===== src/rtl/mc14500_sequencer.sv =====
// Program sequencer for the MC14500 ICU: program counter, return stack and halt control.
// Program memory is read combinationally; one instruction executes per X2 cycle.
module mc14500_sequencer #(
  parameter int unsigned ADDR_W      = 8,
  parameter int unsigned STACK_DEPTH = 4
) (
  input  logic              X2,
  input  logic              RST_N,
  input  logic              RUN,
  input  logic              JMP,
  input  logic              RTN,
  input  logic              FLAG_F,
  output logic [ADDR_W-1:0] MEM_ADDR,
  input  logic [ADDR_W+3:0] MEM_DATA,
  output logic [3:0]        I,
  output logic [ADDR_W-1:0] IO_ADDR,
  output logic              HALTED,
  output logic              STK_ERR
);

  localparam int unsigned PTR_W = (STACK_DEPTH > 1) ? $clog2(STACK_DEPTH) : 1;
  localparam int unsigned SP_W  = $clog2(STACK_DEPTH + 1);
  localparam logic [SP_W-1:0] SP_FULL = SP_W'(STACK_DEPTH);

  typedef enum logic {
    S_RUN,
    S_HALT
  } state_t;

  state_t             state_q, state_d;
  logic [ADDR_W-1:0]  pc_q, pc_d, pc_inc;
  logic [SP_W-1:0]    sp_q, sp_d;
  logic [PTR_W-1:0]   ptr_q, ptr_d;
  logic               err_q, err_d;
  logic               push;
  logic [ADDR_W-1:0]  stack [STACK_DEPTH];
  logic [ADDR_W-1:0]  top;
  logic [3:0]         opcode;
  logic [ADDR_W-1:0]  operand;

  assign opcode   = MEM_DATA[ADDR_W+3:ADDR_W];
  assign operand  = MEM_DATA[ADDR_W-1:0];
  assign pc_inc   = pc_q + ADDR_W'(1);
  // ptr_q indexes the next free slot; once full it points at the oldest entry,
  // so a push into a full stack overwrites the oldest value naturally.
  assign top      = stack[ptr_q - PTR_W'(1)];
  assign MEM_ADDR = pc_q;
  assign STK_ERR  = err_q;

  always_comb begin
    state_d = state_q;
    pc_d    = pc_q;
    sp_d    = sp_q;
    ptr_d   = ptr_q;
    err_d   = err_q;
    push    = 1'b0;
    I       = 4'h0;
    IO_ADDR = '0;
    HALTED  = 1'b0;
    case (state_q)
      S_RUN: begin
        I       = opcode;
        IO_ADDR = operand;
        if (FLAG_F) begin
          pc_d    = pc_inc;
          state_d = S_HALT;
        end else if (JMP) begin
          push  = 1'b1;
          pc_d  = operand;
          ptr_d = ptr_q + PTR_W'(1);
          if (sp_q == SP_FULL) err_d = 1'b1;
          else                 sp_d  = sp_q + SP_W'(1);
        end else if (RTN) begin
          if (sp_q == '0) begin
            pc_d  = '0;
            err_d = 1'b1;
          end else begin
            pc_d  = top;
            ptr_d = ptr_q - PTR_W'(1);
            sp_d  = sp_q - SP_W'(1);
          end
        end else begin
          pc_d = pc_inc;
        end
      end
      S_HALT: begin
        HALTED = 1'b1;
        if (RUN) state_d = S_RUN;
      end
      default: state_d = S_RUN;
    endcase
  end

  always_ff @(posedge X2 or negedge RST_N) begin
    if (!RST_N) begin
      state_q <= S_RUN;
      pc_q    <= '0;
      sp_q    <= '0;
      ptr_q   <= '0;
      err_q   <= 1'b0;
    end else begin
      state_q <= state_d;
      pc_q    <= pc_d;
      sp_q    <= sp_d;
      ptr_q   <= ptr_d;
      err_q   <= err_d;
    end
  end

  // Stack storage needs no reset: SP/pointer reset makes old contents unreachable.
  always_ff @(posedge X2) begin
    if (push) stack[ptr_q] <= pc_inc;
  end

endmodule

===== config.mk =====
export PLATFORM = sky130hd
export DESIGN_NAME = mc14500_sequencer
export DESIGN_NICKNAME = d
export VERILOG_FILES = /design/src/rtl/mc14500_sequencer.sv
export SDC_FILE = /design/constraint.sdc
export NUM_CORES = 1
export LEC_CHECK = 0
export BUFFER_PORTS_ARGS = -buffer_cell sky130_fd_sc_hd__clkbuf_2
export CORE_MARGIN = 2
export CORE_UTILIZATION = 42
export CTS_BUF_LIST = sky130_fd_sc_hd__clkbuf_8 sky130_fd_sc_hd__clkbuf_16
export CTS_CLUSTER_DIAMETER = 50
export DETAILED_ROUTE_END_ITERATION = 12
export HOLD_SLACK_MARGIN = 0.02
export PLACE_DENSITY = 0.65
export SYNTH_ARGS = -nofsm -noshare
export SYNTH_HDL_FRONTEND = slang
export SYNTH_SLANG_ARGS = --single-unit

===== constraint.sdc =====
create_clock -name X2 -period 1.7 [get_ports X2]
set_input_delay 0.34 -clock X2 [delete_from_list [all_inputs] [get_ports X2]]
set_output_delay 0.34 -clock X2 [all_outputs]
set_load 0.03 [all_outputs]

# After elaboration in Yosys (flattened, before gate mapping)
# Memory sizes are Yosys's and may differ from the RTL's.
# Cells that the tools add are included.
dict set report totals {
  reg_bits 15
  ram_bits 32
  output_inout_bits 22
  elab_cells 49
  n_memories 1
}
# memory words word_bits read_ports rd_clocked_by_memory_dff write_ports line
set memory_table {}
lappend memory_table {stack 4 8 1 0 1 36} ;# logic [ADDR_W-1:0] stack [STACK_DEPTH];
dict set report op_classes {
  n_addsub 5
  eq_ne 4
  mux 26
  n_bitwise 2
  reduce_logical 6
}
# cell count
set op_table {}
lappend op_table {{$mux 8} 5}
lappend op_table {{$mux 1} 12}
lappend op_table {{$mux 3} 4}
lappend op_table {{$reduce_and 5->1} 2}
lappend op_table {{$add 8x1->8 const B} 1}
lappend op_table {{$mux 2} 3}
lappend op_table {{$mux 4} 1}
lappend op_table {{$ne 2x2->1 const B} 2}
lappend op_table {{$reduce_and 4->1} 1}
lappend op_table {{$reduce_bool 2->1} 2}
lappend op_table {{$add 3x1->3 const B} 1}
lappend op_table {{$eq 3x3->1 const B} 1}
lappend op_table {{$logic_not 3->1} 1}
lappend op_table {{$sub 3x1->3 const B} 1}
lappend op_table {{$add 2x1->2 const B} 1}
lappend op_table {{$ne 2x1->1 const B} 1}
lappend op_table {{$not 1->1} 2}
lappend op_table {{$pmux 1 s2} 1}
lappend op_table {{$sub 2x1->2 const B} 1}

# Logic depth before layout (Yosys ltp)
# An unclocked memory read counts as a cell.
dict set report logic_depth {
  ltp_word 6
  ltp_mapped 7
  mapped_depth_nobuf 5
}

# Worst setup path before layout
# No wires, ideal clock.
dict set report synth_path {
  path_kind {register to register}
  start {reg ptr_q[0]}
  end {reg pc_q[4], in the netlist MEM_ADDR[4]}
  setup_ns 0.131
  arrival_time_ns 1.643
  required_ns 1.569
  path_slack_ns -0.075
  path_stages_with_launch 8
  synth_period_minus_slack_ns 1.775
  path_cell_list {dfrtp_1 -> buf_6 -> inv_1 -> ha_1 -> clkbuf_2 -> mux4_2 -> a222oi_1 -> nand2_1}
}
dict set report synth_via {
  elab_chain_cells 6
}
# item line
set synth_lines {}
lappend synth_lines {{start, declared} 33} ;# logic [PTR_W-1:0] ptr_q, ptr_d;
lappend synth_lines {{start signal, assigned} 105} ;# ptr_q <= ptr_d;
lappend synth_lines {{$sub 2x1->2} 46} ;# assign top = stack[ptr_q - PTR_W'(1)];
lappend synth_lines {{$mem_v2 4x8} --}
lappend synth_lines {{$mux 8} 74} ;# if (sp_q == '0) begin
lappend synth_lines {{$mux 8} 73} ;# end else if (RTN) begin
lappend synth_lines {{$mux 8} 67} ;# end else if (JMP) begin
lappend synth_lines {{$mux 8} 64} ;# if (FLAG_F) begin
lappend synth_lines {{end signal, assigned} 103} ;# pc_q <= pc_d;
lappend synth_lines {{end, declared} 31} ;# logic [ADDR_W-1:0] pc_q, pc_d, pc_inc;
# Every way passes these cells.
# A chain may end at the register's enable or synchronous reset.

# Worst setup path after layout
dict set report layout_path {
  start {reg state_q}
  end {out IO_ADDR[5]}
}
dict set report layout_via {
  elab_chain_cells 1
}
# item line
set layout_lines {}
lappend layout_lines {{start, declared} 30} ;# state_t state_q, state_d;
lappend layout_lines {{start signal, assigned} 102} ;# state_q <= state_d;
lappend layout_lines {{$mux 8} 60} ;# case (state_q)
lappend layout_lines {{end, declared} 16} ;# output logic [ADDR_W-1:0] IO_ADDR,
# Every way passes these cells.

==> insert_results.sql <==
INSERT INTO impl_metrics (metric_group, metric, value, unit) VALUES
('timing', 'maxSlewHeadroom', '70.2', '%'),
('synth', 'synthFlopType', 'sky130_fd_sc_hd__edfxtp_1', ''),
('placement', 'dpl_cell_area', '2630', 'um2'),
('die', 'die_width', '77.2', 'um'),
('finish', 'antenna_cells', '0', ''),
('setup_path', 'critical_path_peak_fanout', '9', ''),
('timing', 'timing.final.crit_period', '1.66', 'ns'),
('detailed_routing', 'drcViolationCount', '0', ''),
('global_routing', 'antenna_violations_before_repair', '0', ''),
('synth', 'ys_ff_latch', '47', ''),
('die', 'num_io_pins', '40', ''),
('placement', 'cell_total_after_placement', '277', ''),
('cts', 'cts_tree', 'done', ''),
('die', 'floorplan.die.height', '77.2', 'um'),
('synth', 'share_of_flip_flops_with_an_asynchronous_set_or_reset', '31.9', '%'),
('pwr', 'p_sw_share', '38.2', '%'),
('setup_path', 'worstPathRequired', '1.36', 'ns'),
('synth', 'synth.mux.area_fraction', '8.67', '%'),
('finish', 'layout.cells.non_filler', '288', ''),
('pwr', 'power-per-cell-area', '1580', 'nW/um2'),
('die', 'coreArea', '5140', 'um2'),
('synth', 'netlist.top_cell.by_area', 'sky130_fd_sc_hd__edfxtp_1', ''),
('synth', 'seq_area_frac_synth', '59.4', '%'),
('pwr', 'power_leakage', '1.15', 'nW'),
('global_routing', 'via_count_of_the_first_global_routing_pass', '1617', ''),
('pwr', 'total_switching_power', '1.67', 'mW'),
('synth', 'yosys.area_share.xor_xnor', '3.50', '%'),
('timing', 'min_period_over_period', '97.8', '%'),
('detailed_routing', 'antenna_violating_nets_post_route', '0', ''),
('placement', 'gp_congestion', '0.805', ''),
('finish', 'layout.cells.most_common', 'sky130_fd_sc_hd__clkbuf_2', ''),
('die', 'floorplan.initialDensity', '43.8', '%'),
('finish', 'finish.instance_area', '2780', 'um2'),
('pwr', 'p_clk_share', '14.6', '%'),
('placement', 'io_buffers', '39', ''),
('finish', 'layout-drive-gt1-share', '35.8', '%'),
('synth', 'netlist-cell-type-count', '39', ''),
('pwr', 'power.share.sequential', '41.3', '%'),
('finish', 'layout.cells.most_common_list', 'sky130_fd_sc_hd__clkbuf_2 (33), sky130_fd_sc_hd__edfxtp_1 (32), sky130_fd_sc_hd__buf_4 (18)', ''),
('synth', 'post_synth_fa_ha_maj_area_fraction', '3.67', '%'),
('die', 'floorplan.rows', '26', ''),
('detailed_routing', 'vias_per_cell', '5.45', ''),
('cts', 'num_clock_sinks', '47', ''),
('setup_path', 'critPathKind', 'reg2out', ''),
('global_routing', 'gr-usage-all-layers', '18.4', '%'),
('setup_path', 'worstSetupStartpoint', 'state_q', ''),
('finish', 'nNetsFinal', '241', ''),
('synth', 'yosysWarnings', '0', ''),
('synth', 'synth_area_leaders', 'sky130_fd_sc_hd__edfxtp_1 (43%), sky130_fd_sc_hd__dfrtp_1 (17%), sky130_fd_sc_hd__mux4_1 (4.7%), sky130_fd_sc_hd__mux4_2 (4.0%), sky130_fd_sc_hd__nor2b_1 (3.6%)', ''),
('global_routing', 'grt_pass1_wl', '8340', 'um'),
('timing', 'clock_skew_after_layout', '0.00406', 'ns'),
('finish', 'areaGrowthSynthToFinish', '23.3', '%'),
('global_routing', 'overflow', '0', ''),
('timing', 'hold-worst-slack', '0.202', 'ns'),
('timing', 'timing_worst_slew_pin_value', '0.443', 'ns'),
('timing', 'maxSlewViolCount', '0', ''),
('detailed_routing', 'vias', '1569', ''),
('die', 'floorplan.die_area', '5960', 'um2'),
('detailed_routing', 'drtPass1Iterations', '4', ''),
('outcome', 'run_status', 'finished, final reports clean', ''),
('synth', 'synth.top_cell.area_share', '42.7', '%'),
('timing', 'setup_violations', '0', ''),
('setup_path', 'worst_setup_path_start_kind', 'flop', ''),
('global_routing', 'largest_net_degree_at_the_start_of_global_routing', '17', ''),
('detailed_routing', 'average_detailed_routed_wire_length_per_instance', '18.1', 'um'),
('timing', 'fmax', '0.601', 'GHz'),
('pwr', 'power_report.internal_total', '2.71', 'mW'),
('cts', 'ctsLongestPathBuffers', '2', ''),
('synth', 'netlist_instances', '157', ''),
('cts', 'cts-buffers-inserted', '5', ''),
('synth', 'syn_avg_cell_area', '14.3', 'um2');
-- registers in the layout (all words and copies together), names as in the netlist --
register	flops
sp_q	3
state_q	1
stack	32
MEM_ADDR	8
STK_ERR	1
ptr_q	2
-- cells in the mapped netlist, types with 4 or more instances --
master and n:
sky130_fd_sc_hd__and3_1 7, sky130_fd_sc_hd__buf_2 4, sky130_fd_sc_hd__dfrtp_1 15, sky130_fd_sc_hd__edfxtp_1 32, sky130_fd_sc_hd__ha_1 5, sky130_fd_sc_hd__inv_1 5
sky130_fd_sc_hd__mux4_1 4, sky130_fd_sc_hd__mux4_2 4, sky130_fd_sc_hd__nand2_1 8, sky130_fd_sc_hd__nand3_1 4, sky130_fd_sc_hd__nor2_1 9, sky130_fd_sc_hd__nor2b_1 13
sky130_fd_sc_hd__o21ai_0 4, sky130_fd_sc_hd__xnor2_1 6
-- critical path: stages, from the launching register on --
cell                       delay [ns]
sky130_fd_sc_hd__dfrtp_2         0.48
sky130_fd_sc_hd__buf_4           0.20
sky130_fd_sc_hd__nor2b_1         0.12
sky130_fd_sc_hd__clkbuf_2        0.22
-- cell families after synthesis --
| logic type | after synthesis |
|---|---|
| muxes | 8 |
| AOI/OAI and AO/OA | 29 |
| adders and majority gates | 6 |
| xor gates and xnor gates | 9 |
| buffers and inverters | 12 |
| DFF | 47 |
| and+or+nand+nor | 46 |
-- worst paths after layout --
kind                                    to  slack (ns)  cells past startpoint
min in group asynchronous          STK_ERR        0.50                      2
worst max register to register     sp_q[2]        0.11                      3
max in group asynchronous          state_q        0.90                      2
worst max-delay path            IO_ADDR[5]        0.04                      3
worst min-delay path               state_q        0.20                      2
worst min register to register     STK_ERR        0.47                      1
-- through the flow --
step / TNS [ns] / setup slack, ns / utilization, %
after detailed placement: -0.277 / -0.116 / 51.1
after CTS: 0 / 0.00124 / 53.3
after floorplan: -0.345 / -0.0410 / -
after global placement: 0 / 0.00345 / 51.1
final: 0 / 0.0367 / 54.0
after global routing: -0.00115 / -0.00115 / 54.0
-- per-layer routing --
metal  part of all wire [%]  track usage [%]  vias up
met3                    6.9             4.59       12
met5                      0                0        -
met1                     40             22.4      775
met4                    3.0             9.29        0
met2                     50             30.4       59
li1                       -                -      723
-- repair_timing --
| item | in CTS | in global routing |
|---|---|---|
| buffers inserted | 0 | 2 |
| setup endpoints to repair | 19 | 12 |
| gates cloned | 0 | 0 |
| gates resized for setup | 5 | 8 |
| hold buffers | 1 | 0 |
| pin swaps | 0 | 1 |
| endpoints found under the hold margin | 15 | 0 |
-- power groups by stage --
stage	Clock [mW]	Sequential (mW)	Combinational (mW)
after floorplan	0	2.00	1.08
after global placement	0	1.81	1.77
after detailed placement	0	1.83	1.86
after CTS	0.654	1.80	1.92
after global routing	0.698	1.84	2.11
final	0.640	1.81	1.93
-- layout make-up --
class                           instances  area (um2)
Inverter                                5        18.8
Clock inverter                          3        15.0
Multi-Input combinational cell         98         877
Timing Repair Buffer                   60         370
Tap cell                               70        87.6
Sequential cell                        47        1340
Fill cell                             468        2360
Clock buffer                            5        68.8
Power figures use the tool's default switching activity.
